### src/rtl/mem_ctrl_pkg.sv
// mem_ctrl_pkg
// Shared definitions for the memory access controller:
//   DATA_W        memory / request data width
//   READ_LAT_MAX  largest supported read latency
//   CNT_W         width of the read-latency counter (counts 0..READ_LAT_MAX-1)
//   state_t       controller FSM state encoding
package mem_ctrl_pkg;

   localparam int DATA_W       = 16;
   localparam int READ_LAT_MAX = 4;
   localparam int CNT_W        = 2;

   typedef enum logic [1:0] {
      ST_IDLE  = 2'd0,
      ST_READ  = 2'd1,
      ST_WRITE = 2'd2,
      ST_RESP  = 2'd3
   } state_t;

endpackage

### src/rtl/load_align.sv
// load_align
// Combinational load-data formatter.
// Ports:
//   d_in      raw 16-bit memory read word
//   is_byte   1 = byte load, 0 = word load (word passes through unchanged)
//   hi_lane   byte address bit 0: selects the upper byte when 1
//   is_signed 1 = sign-extend the selected byte, 0 = zero-extend
//   d_out     formatted load result
module load_align
   import mem_ctrl_pkg::*;
(
   input  logic [DATA_W-1:0] d_in,
   input  logic              is_byte,
   input  logic              hi_lane,
   input  logic              is_signed,
   output logic [DATA_W-1:0] d_out
);

   function automatic logic [DATA_W-1:0] extend_byte(input logic [7:0] b, input logic sgn);
      return {{(DATA_W-8){sgn & b[7]}}, b};
   endfunction

   logic [7:0] lane;

   always_comb begin
      lane  = hi_lane ? d_in[15:8] : d_in[7:0];
      d_out = is_byte ? extend_byte(lane, is_signed) : d_in;
   end

endmodule

### src/rtl/mem_access_ctrl.sv
// mem_access_ctrl
// Single-outstanding load/store controller between a valid/ready requester
// and a fixed-latency 16-bit memory.
// Parameters:
//   READ_LAT  cycles MemRead is held before d_out is captured (1..4)
//   AW        byte address width
// Ports:
//   clk, rst                       clock, synchronous active-low reset
//   req_valid/req_ready            request handshake
//   req_write/req_byte/req_signed  store, byte access, sign-extend byte load
//   req_addr, req_wdata            byte address, store data
//   resp_valid/resp_ready          response handshake
//   resp_rdata, resp_err           load result, misaligned-word error
//   Address, WriteData             memory address / write data
//   MemRead, MemWrite, str_byte    memory strobes and byte-store qualifier
//   d_out                          memory read data
module mem_access_ctrl
   import mem_ctrl_pkg::*;
#(
   parameter int READ_LAT = 1,
   parameter int AW       = 16
) (
   input  logic              clk,
   input  logic              rst,
   input  logic              req_valid,
   output logic              req_ready,
   input  logic              req_write,
   input  logic              req_byte,
   input  logic              req_signed,
   input  logic [AW-1:0]     req_addr,
   input  logic [DATA_W-1:0] req_wdata,
   output logic              resp_valid,
   input  logic              resp_ready,
   output logic [DATA_W-1:0] resp_rdata,
   output logic              resp_err,
   output logic [AW-1:0]     Address,
   output logic [DATA_W-1:0] WriteData,
   output logic              MemRead,
   output logic              MemWrite,
   output logic              str_byte,
   input  logic [DATA_W-1:0] d_out
);

   localparam logic [CNT_W-1:0] CNT_LAST = CNT_W'(READ_LAT - 1);

   state_t            state_q, state_d;
   logic [CNT_W-1:0]  cnt_q, cnt_d;
   logic              err_q, err_d;
   logic              byte_q, byte_d;
   logic              signed_q, signed_d;
   logic [AW-1:0]     addr_q, addr_d;
   logic [DATA_W-1:0] wdata_q, wdata_d;
   logic [DATA_W-1:0] rdata_q, rdata_d;
   logic [DATA_W-1:0] aligned;

   load_align u_align (
      .d_in      (d_out),
      .is_byte   (byte_q),
      .hi_lane   (addr_q[0]),
      .is_signed (signed_q),
      .d_out     (aligned)
   );

   always_comb begin
      state_d  = state_q;
      cnt_d    = cnt_q;
      err_d    = err_q;
      byte_d   = byte_q;
      signed_d = signed_q;
      addr_d   = addr_q;
      wdata_d  = wdata_q;
      rdata_d  = rdata_q;
      case (state_q)
         ST_IDLE: begin
            if (req_valid) begin
               byte_d   = req_byte;
               signed_d = req_signed;
               addr_d   = req_addr;
               wdata_d  = req_wdata;
               rdata_d  = '0;
               cnt_d    = '0;
               // Odd-address word access never touches memory.
               if (!req_byte && req_addr[0]) begin
                  err_d   = 1'b1;
                  state_d = ST_RESP;
               end else begin
                  err_d   = 1'b0;
                  state_d = req_write ? ST_WRITE : ST_READ;
               end
            end
         end
         ST_READ: begin
            // Counter clears on exit so it can never run past READ_LAT.
            if (cnt_q == CNT_LAST) begin
               rdata_d = aligned;
               cnt_d   = '0;
               state_d = ST_RESP;
            end else begin
               cnt_d = cnt_q + CNT_W'(1);
            end
         end
         ST_WRITE: state_d = ST_RESP;
         ST_RESP: begin
            if (resp_ready) state_d = ST_IDLE;
         end
         default: state_d = ST_IDLE;
      endcase
   end

   // Outputs decode from state only, so reset zeroes them without clearing data flops.
   always_comb begin
      req_ready  = (state_q == ST_IDLE);
      MemRead    = (state_q == ST_READ);
      MemWrite   = (state_q == ST_WRITE);
      str_byte   = (state_q == ST_WRITE) && byte_q;
      Address    = (MemRead || MemWrite) ? addr_q : '0;
      WriteData  = '0;
      if (state_q == ST_WRITE)
         WriteData = byte_q ? {wdata_q[7:0], wdata_q[7:0]} : wdata_q;
      resp_valid = (state_q == ST_RESP);
      resp_rdata = (state_q == ST_RESP) ? rdata_q : '0;
      resp_err   = (state_q == ST_RESP) && err_q;
   end

   always_ff @(posedge clk) begin
      if (!rst) begin
         state_q <= ST_IDLE;
         cnt_q   <= '0;
         err_q   <= 1'b0;
      end else begin
         state_q <= state_d;
         cnt_q   <= cnt_d;
         err_q   <= err_d;
      end
   end

   always_ff @(posedge clk) begin
      byte_q   <= byte_d;
      signed_q <= signed_d;
      addr_q   <= addr_d;
      wdata_q  <= wdata_d;
      rdata_q  <= rdata_d;
   end

endmodule

### config.mk
export PLATFORM = sky130hd
export DESIGN_NAME = mem_access_ctrl
export DESIGN_NICKNAME = d
export VERILOG_FILES = /design/src/rtl/mem_ctrl_pkg.sv /design/src/rtl/load_align.sv /design/src/rtl/mem_access_ctrl.sv
export SDC_FILE = /design/constraint.sdc
export NUM_CORES = 1
export LEC_CHECK = 0
export BUFFER_PORTS_ARGS = -buffer_cell sky130_fd_sc_hd__buf_4
export CAP_MARGIN = 25
export CORE_MARGIN = 1
export CORE_UTILIZATION = 25
export DETAILED_ROUTE_END_ITERATION = 10
export PLACE_DENSITY_LB_ADDON = 0.08
export SETUP_SLACK_MARGIN = 0.2
export SLEW_MARGIN = 30
export SYNTH_ARGS = -nofsm -noshare
export SYNTH_HDL_FRONTEND = slang
export SYNTH_SLANG_ARGS = --single-unit
### constraint.sdc
create_clock -name clk -period 2.6 [get_ports clk]
set_input_delay 0.13 -clock clk [delete_from_list [all_inputs] [get_ports clk]]
set_output_delay 0.13 -clock clk [all_outputs]
set_load 0.02 [all_outputs]
# After elaboration in Yosys (flattened, before gate mapping)
# Index checks and enable logic that the tools add are counted.
# classes
div	0
muxes	19
shifts	0
bitwise	1
n_lt_le_gt_ge	0
n_mul	0
n_addsub	1
eq_ne	6
reduce_logical	12
# op_table
op	n
2-to-1 mux 16 bit	7
case mux 16 bit (2 select lines)	1
2-to-1 mux 2 bit	7
2-to-1 mux 8 bit	1
case mux 2 bit (4 select lines)	1
AND reduction 3 bit	2
equality test 2 bit (second input constant)	2
zero test 2 bit	2
!= test 2 x 1 -> 1 bit (second input constant)	2
case mux 2 bit (2 select lines)	1
AND reduction 2 bit	2
logical AND 1 bit	3
adder 2 x 1 -> 2 bit (second input constant)	1
equality test 2 x 1 -> 1 bit (second input constant)	1
!= test 2 bit (second input constant)	1
nonzero test 2 bit	1
AND 1 bit	1
zero test 1 bit	1
logical OR 1 bit	1
2-to-1 mux 1 bit	1
# word_totals
mem_count	0
mem_bits_ro	0
word_cells	47
reg_bits	55
output_inout_bits	54
mem_bits_rw	0
latchBits	0

# Depth between registers and ports, before layout
# Gate-level depths: netlist of the first run.
# depth
word_depth	5
depth_mapped	6
mapped_depth_nobuf	5

# Modules after synthesis
# Synthesis of the first run repeated with hierarchy kept, for this count alone.
# hier_totals
cells_unflattened	201
area_unflattened_um2	2642.5
# by_module_without_submodules
mod	cells_each	instances	area_per_inst_um2
mem_access_ctrl	171	1	2419.8
load_align	30	1	222.7

# Worst setup path before layout of the first run
# Ideal clock, no wire load.
# synth_path
kind	register to register
start	register state_q[0]
end	register rdata_q[0], enable pin
setup_slack_ns	0.452
path_stages_with_launch	7
setup_time_ns	0.388
period_less_slack_ns	2.148
arrival_time_ns	1.760
required_time_ns	2.212
cell_sequence	dfxtp_1 inv_1 ha_1 buf_6 nand2b_4 o21ai_0 nor2_1
# synth_between
elab_chain_len	3
# synth_lines
item	line_no	rtl
start: declaration	mem_access_ctrl.sv:46	state_t state_q, state_d;
start signal: assignment	mem_access_ctrl.sv:131	state_q <= state_d;
zero test 2 bit *	-	
net req_ready	mem_access_ctrl.sv:26	output logic req_ready,
!= test 2 bit (no line) or nonzero test 2 bit (tied branches)	-	
AND reduction 3 bit (no line) *	-	
end signal: assignment	mem_access_ctrl.sv:142	rdata_q <= rdata_d;
end: declaration	mem_access_ctrl.sv:53	logic [DATA_W-1:0] rdata_q, rdata_d;
# Mark *: on every way through the listed nets, which the timed path passes. The rest lies on a longest branch.
# A chain may end at the register's enable or synchronous reset.

# Final worst setup path of the first run
# layout_path
start	register state_q[0]
end	output Address[3]
# layout_between
elab_chain_len	3
# layout_lines
item	line_no	rtl
equality test 2 x 1 -> 1 bit or equality test 2 bit (tied branches)	mem_access_ctrl.sv:113, mem_access_ctrl.sv:114	
logical OR 1 bit *	mem_access_ctrl.sv:116	Address = (MemRead || MemWrite) ? addr_q : '0;
2-to-1 mux 16 bit *	mem_access_ctrl.sv:116	
end: declaration	mem_access_ctrl.sv:36	output logic [AW-1:0] Address,
# Every way passes the cells marked *; elsewhere a longest branch is shown, timed or not.

==> results of run 1 <==
==> Yosys cell counts, types with 2 or more instances <==
| cell | number | area (um^2) |
|---|---|---|
| mux2i_1 | 13 | 130.1 |
| a32oi_1 | 2 | 17.52 |
| o21a_1 | 8 | 60.06 |
| edfxtp_1 | 50 | 1501 |
| nand2_1 | 11 | 41.29 |
| ha_1 | 7 | 87.58 |
| nand2_2 | 2 | 12.51 |
| a21boi_0 | 7 | 52.55 |
| and2_1 | 42 | 262.8 |
| nor2b_1 | 19 | 118.9 |
| nand3_1 | 8 | 40.04 |
| clkbuf_1 | 3 | 11.26 |
| dfxtp_1 | 5 | 100.1 |
| inv_1 | 5 | 18.77 |
| nor2_1 | 2 | 7.510 |
| buf_6 | 3 | 33.78 |
| o221ai_1 | 2 | 17.52 |
==> state kept, by name, summed over array words and instances, names as in the netlist <==
name,cells
rdata_q,16
cnt_q,2
err_q,1
state_q,2
addr_q,16
signed_q,1
wdata_q,16
byte_q,1
==> routing by layer <==
layer  global-route usage  share of wire  wire, um
met1               0.1422           0.45      2827
met4              0.02449         0.0072        45
met2               0.2006           0.47      2914
met5                    0              0         0
met3              0.03743          0.070       436
==> stage by stage <==
stage	instances	utilization
5_1_grt	482	0.3898
3_5_place_dp	440	0.3484
3_3_place_gp	440	0.3484
4_1_cts	482	0.3898
6_report	482	0.3898
2_1_floorplan	201	-
==> logic make-up (layout without fill, tap and decap cells) <==
group                    after synthesis  count (layout)
buffers and inverters                 15             160
flip-flops                            55              55
multiplexers                          13              13
adder cells (fa/ha/maj)                7               7
AND/OR/NAND/NOR                       89              89
AO/OA/AOI/OAI                         22              22
==> report_power, final <==
group	switching [mW]	total (mW)	internal [mW]
combinational	0.841	1.48	0.637
sequential	0.0870	1.38	1.30
clock	0.290	0.479	0.190
==> final timing paths <==
path	startpoint	slack (ps)	end
setup / recovery	state_q[0]$_SDFFE_PN0P_	700	Address[3]
hold / removal	rst	90	cnt_q[0]$_SDFFE_PN0P_
setup reg to reg	state_q[1]$_SDFFE_PN0P_	760	addr_q[5]$_DFFE_PP_
hold reg to reg	cnt_q[0]$_SDFFE_PN0P_	520	cnt_q[0]$_SDFFE_PN0P_
==> cells in the final DEF (no fill, tap or decap), types with 8 or more instances in the layout <==
cell	n
and2_1	42
edfxtp_1	50
nand3_1	8
nor2b_1	19
o21a_1	8
buf_4	111
mux2i_1	13
dlygate4sd3_1	34
nand2_1	11
==> cell type report <==
type,count,area (um^2)
fillers,1022,6271
flip-flops and latches,55,1602
repair buffers,146,1194
multi-input cells,131,933.4
well taps,136,170.2
clock buffers,6,72.57
inverters,6,22.52
clock inverters,2,12.51
==> worst max-delay path, cell delays in order, from the launching register on <==
cell     delay (ps)
dfxtp_1         430
inv_1            90
ha_1            580
and2_1          220
buf_4           150
==> timing repair <==
action	4_1_cts	5_1_grt
setup endpoints to repair	0	0
hold buffers	34	0
hold endpoints to repair	34	0
==> summary.txt, run 1 <==
Outcome
  • Status: finished clean

Yosys
  • Mapped Area: between 0.002 and 0.003 mm^2
  • Async SR Flop Fraction: 0
  • Post-synth EDFFs: 50
  • Multiplexer share of the synthesized area: 0.04948
  • Synth cell types: 29
  • Gate Count Post-Synth: 201
  • Post-synthesis adder-cell area fraction: 0.03330
  • Area share of xor/xnor cells in the synthesized design: 0
  • Synth Area in Simple Gates: 0.2012
  • Syn Area/Cell: 13.08 um^2
  • Main combinational cell family by area after synthesis: simple AND/OR/NAND/NOR gates
  • Synthesized flop and latch total: 55
  • Yosys warning count: 0
  • Mapped Nets: 263
  • Post-synthesis sequential area ratio: 0.6089
  • Main flop type after synthesis: edfxtp_1
  • Compound-Gate Fraction of Synth Area: 0.07088

Global routing
  • Number of global-route vias before repair: slightly above 2k
  • Initial antenna violation count: 0
  • First-pass GRT wire length: between 10 and 15 mm
  • Largest net degree at the start of global routing: 24
  • GRT overflow: 0
  • Tot GR Track Use: 0.1167

Final layout
  • Nets: approximately 400
  • Syn-to-layout area delta: 52.33%
  • Antenna Cells: 0
  • Finished layout cell area: 0.004006 mm^2
  • Share of cells above drive strength 1: 0.3642

Routing
  • Routed via count: 1971
  • WL/cell: 12.91 um
  • DRC: 0
  • Drt initial violations: 67
  • Drt total wl: 6.222 mm
  • Vias per inst: slightly above 4
  • Antenna Nets Post-Route: 0
  • Initial DRT Pass Iterations: 4

Floorplanning
  • IO Pins: 109
  • Die H: 104.6 um
  • Die area: 0.01093 mm^2
  • Initial Util: 0.2559
  • Core area: approximately 0.010 mm^2
  • Core Rows: 37
  • Die width: 104.6 um

STA
  • Slew @ Worst Pin: 592.1 ps
  • Max-slew violation count: 0
  • Final Worst Setup Slack: approximately 700 ps
  • Post-Route Skew: 7.607 ps
  • RSZ-0062 raised after global routing: no
  • Crit share post-route: 0.7306
  • Final setup violation count: 0
  • Fin Hold WS: 90.70 ps
  • Setup TNS: 0 ps
  • Final hold violation count: 0
  • Slew HR: 0.6053
  • Clock period minus worst slack: 1900 ps
  • Achievable Freq: 0.5264 GHz

Critical path
  • CP Capture Type: output port
  • Crit path max fanout: 18
  • CP arrival: 1770 ps
  • Critical Path RT: 2470 ps
  • Startpoint Class: flip-flop
  • CP Class: reg2out
  • Number of cells on the worst reg-to-reg path: 4

Worst hold path
  • Hold crit path type: in2reg
  • Min-Delay Path Depth: 2

Clocking
  • CTS tree: done
  • Clk sink count: 55
  • # resized after CTS: 0
  • CTS Buf Count: 5
  • H-tree levels: 2
  • Postcts setup bufs: 0
  • Worst-skew pair later-pin latency: roughly 310 ps
  • Root buf cell: clkbuf_8
  • CTS Buffer Depth: 2
  • Clk slew on worst S/H paths: 100 ps

Place
  • Placed cell areas: 0.003581 mm^2
  • Gpl congestion: 0.6827
  • Port Buffer Count: 108
  • Setup Slack @ Placement: 747.0 ps
  • DP Wirelength: approximately 4.4 mm

Run
  • Max_cap viols: 0

Pwr
  • Pleak: 1.680 nW
  • Max VDD drop: 362.1 uV
  • Pwr/cell area: roughly 830 mW/mm^2
  • Power Total: about 3.3 mW
No activity file was read; power rests on OpenSTA's default activity.
==> inputs of run 2 (changes only) <==
==> constraint.sdc (replaced) <==
create_clock -name clk -period 2 [get_ports clk]
set_input_delay 0.1 -clock clk [delete_from_list [all_inputs] [get_ports clk]]
set_output_delay 0.1 -clock clk [all_outputs]
set_load 0.02 [all_outputs]
==> run 2 against run 1 <==
Against the previous run: combinational power is 39% higher; utilization is 0.67 points higher; sequential power is 30% higher; clock power is 57% higher; critical path type unchanged; worst hold slack worse by 18 ps; flip-flop and latch count stayed put; final area is 1.7% higher; clock-buffer cell count stayed put; non-clock buffer count is 1 higher; power is 38% higher.
==> summary.txt, run 2 (synthesized netlist as in run 1, its figures left out) <==
Clocking
  • CTS Buffer Depth: 2
  • Postcts setup bufs: 0
  • Clk slew on worst S/H paths: 110 ps
  • H-tree levels: 2
  • CTS Buf Count: 5
  • Clk sink count: 55
  • Worst-skew pair later-pin latency: around 310 ps
  • CTS tree: done
  • Root buf cell: clkbuf_8

Worst hold path
  • Min-Delay Path Depth: 2
  • Hold crit path type: in2reg

Pwr
  • Int Pwr: roughly 3 mW
  • Seq pwr share: 0.390
  • Switching share of power: 0.3513
  • Pleak: 1.702 nW
  • Pwr/cell area: ~1100 mW/mm^2
  • Combinational power share: 0.447
  • P_sw: 1.615 mW
  • Max VDD drop: 560.2 uV
  • Power Total: 4.597 mW
  • Clk pwr share: 0.164

Critical path
  • Critical Path RT: 1900 ps
  • Crit path max fanout: 18
  • CP arrival: 1580 ps
  • Startpoint Class: flip-flop
  • CP Capture Type: output port
  • Number of cells on the worst reg-to-reg path: 6
  • CP Class: reg2out

Place
  • Gpl congestion: ~0.67
  • Setup Slack @ Placement: 276.0 ps
  • DP Wirelength: 4.499 mm
  • Port Buffer Count: 108

Floorplanning
  • Die area: around 0.011 mm^2
  • Core area: 0.01028 mm^2
  • Die H: 104.6 um
  • IO Pins: 109
  • Initial Util: 0.2559
  • Die width: 104.6 um
  • Core Rows: 37

Routing
  • DRC: 0
  • Antenna Nets Post-Route: 0
  • WL/cell: ~13 um
  • Drt initial violations: 47
  • Vias per inst: 4.099
  • Initial DRT Pass Iterations: 4
  • Routed via count: roughly 2k
  • Drt total wl: 6.351 mm

Global routing
  • Initial antenna violation count: 0
  • Number of global-route vias before repair: slightly above 2k
  • Largest net degree at the start of global routing: 24
  • Tot GR Track Use: 0.1178
  • First-pass GRT wire length: 10.11 mm
  • GRT overflow: 0

STA
  • Crit share post-route: 0.8392
  • Achievable Freq: 0.5958 GHz
  • Slew HR: 0.6530
  • Setup TNS: 0 ps
  • Clock period minus worst slack: 1678 ps
  • Max-slew violation count: 0
  • Final setup violation count: 0
  • RSZ-0062 raised after global routing: no
  • Final Worst Setup Slack: 321.6 ps
  • Post-Route Skew: 11.71 ps
  • Final hold violation count: 0
  • Slew @ Worst Pin: between 500 and 600 ps

Final layout
  • Area of the multi-input gates: 957.2 um^2
  • Largest registers: addr_q (16), rdata_q (16), wdata_q (16)
  • Fill count: 1044
  • FF+latch area: roughly 0.0016 mm^2
  • Nets: 408
  • Commonest non-fill, non-tap cells in the layout: buf_4 (111), edfxtp_1 (50), and2_1 (42)
  • Syn-to-layout area delta: 54.95%
  • Share of cells above drive strength 1: 0.3746
  • Antenna Cells: 0
  • Commonest non-fill, non-tap cell in the layout: buf_4

Outcome
  • Status: finished clean

Run
  • Max_cap viols: 0
## run 2: cell types whose count changed in the layout (fill, tap and decap cells not counted), sizes merged
cell,change
clkinv,-1
bufinv,+1
buf,+1
## run 2: what timing repair did
item | CTS | global route
gates resized for setup | 2 | 1
hold endpoints to repair | 34 | 0
hold buffers | 34 | 0
endpoints found under the setup margin | 18 | 16
## run 2: per-layer routing
layer | GRT usage | vias up | wire (um)
met5 | 0 | - | 0
met4 | 0.03061 | 0 | 36
met1 | 0.1429 | 912 | 2834
met3 | 0.03182 | 2 | 451
li1 | - | 984 | -
met2 | 0.2053 | 82 | 3028
## run 2: layout make-up
type                    count  area share
clock buffers               6     0.01781
well taps                 136     0.04176
multi-input cells         131      0.2349
inverters                   6    0.005527
repair buffers            147      0.2978
clock inverters             2    0.009211
flip-flops and latches     55      0.3930
## run 2: worst max-delay path, stage by stage, from the launching register on
cell,delay (ps)
dfxtp_1,360
inv_1,140
ha_2,400
nor2b_1,210
buf_4,160
## run 2: power by group through the flow
stage	Sequential [mW]	Combinational, mW	Clock, mW
2_1_floorplan	1.78	1.21	0
3_3_place_gp	1.81	1.98	0
3_5_place_dp	1.82	1.98	0
4_1_cts	1.80	2.05	0.785
5_1_grt	1.83	2.22	0.818
6_report	1.79	2.05	0.753
## run 2: final timing paths
check	start	to	slack, ps
setup / recovery	state_q[0]$_SDFFE_PN0P_	WriteData[14]	320
hold / removal	rst	err_q$_SDFFE_PN0P_	70
setup reg to reg	state_q[1]$_SDFFE_PN0P_	rdata_q[5]$_SDFFCE_PP0P_	370
hold reg to reg	state_q[1]$_SDFFE_PN0P_	state_q[1]$_SDFFE_PN0P_	510
## run 2: stage by stage
stage	hold WS (ps)	instances	utilization	instance area, um^2
floorplan	198.9	201	-	2639
global placement	278.0	441	0.3512	3610
detailed placement	279.4	441	0.3512	3610
CTS	59.99	483	0.3955	4065
global route	66.56	483	0.3965	4075
finish	73.02	483	0.3965	4075
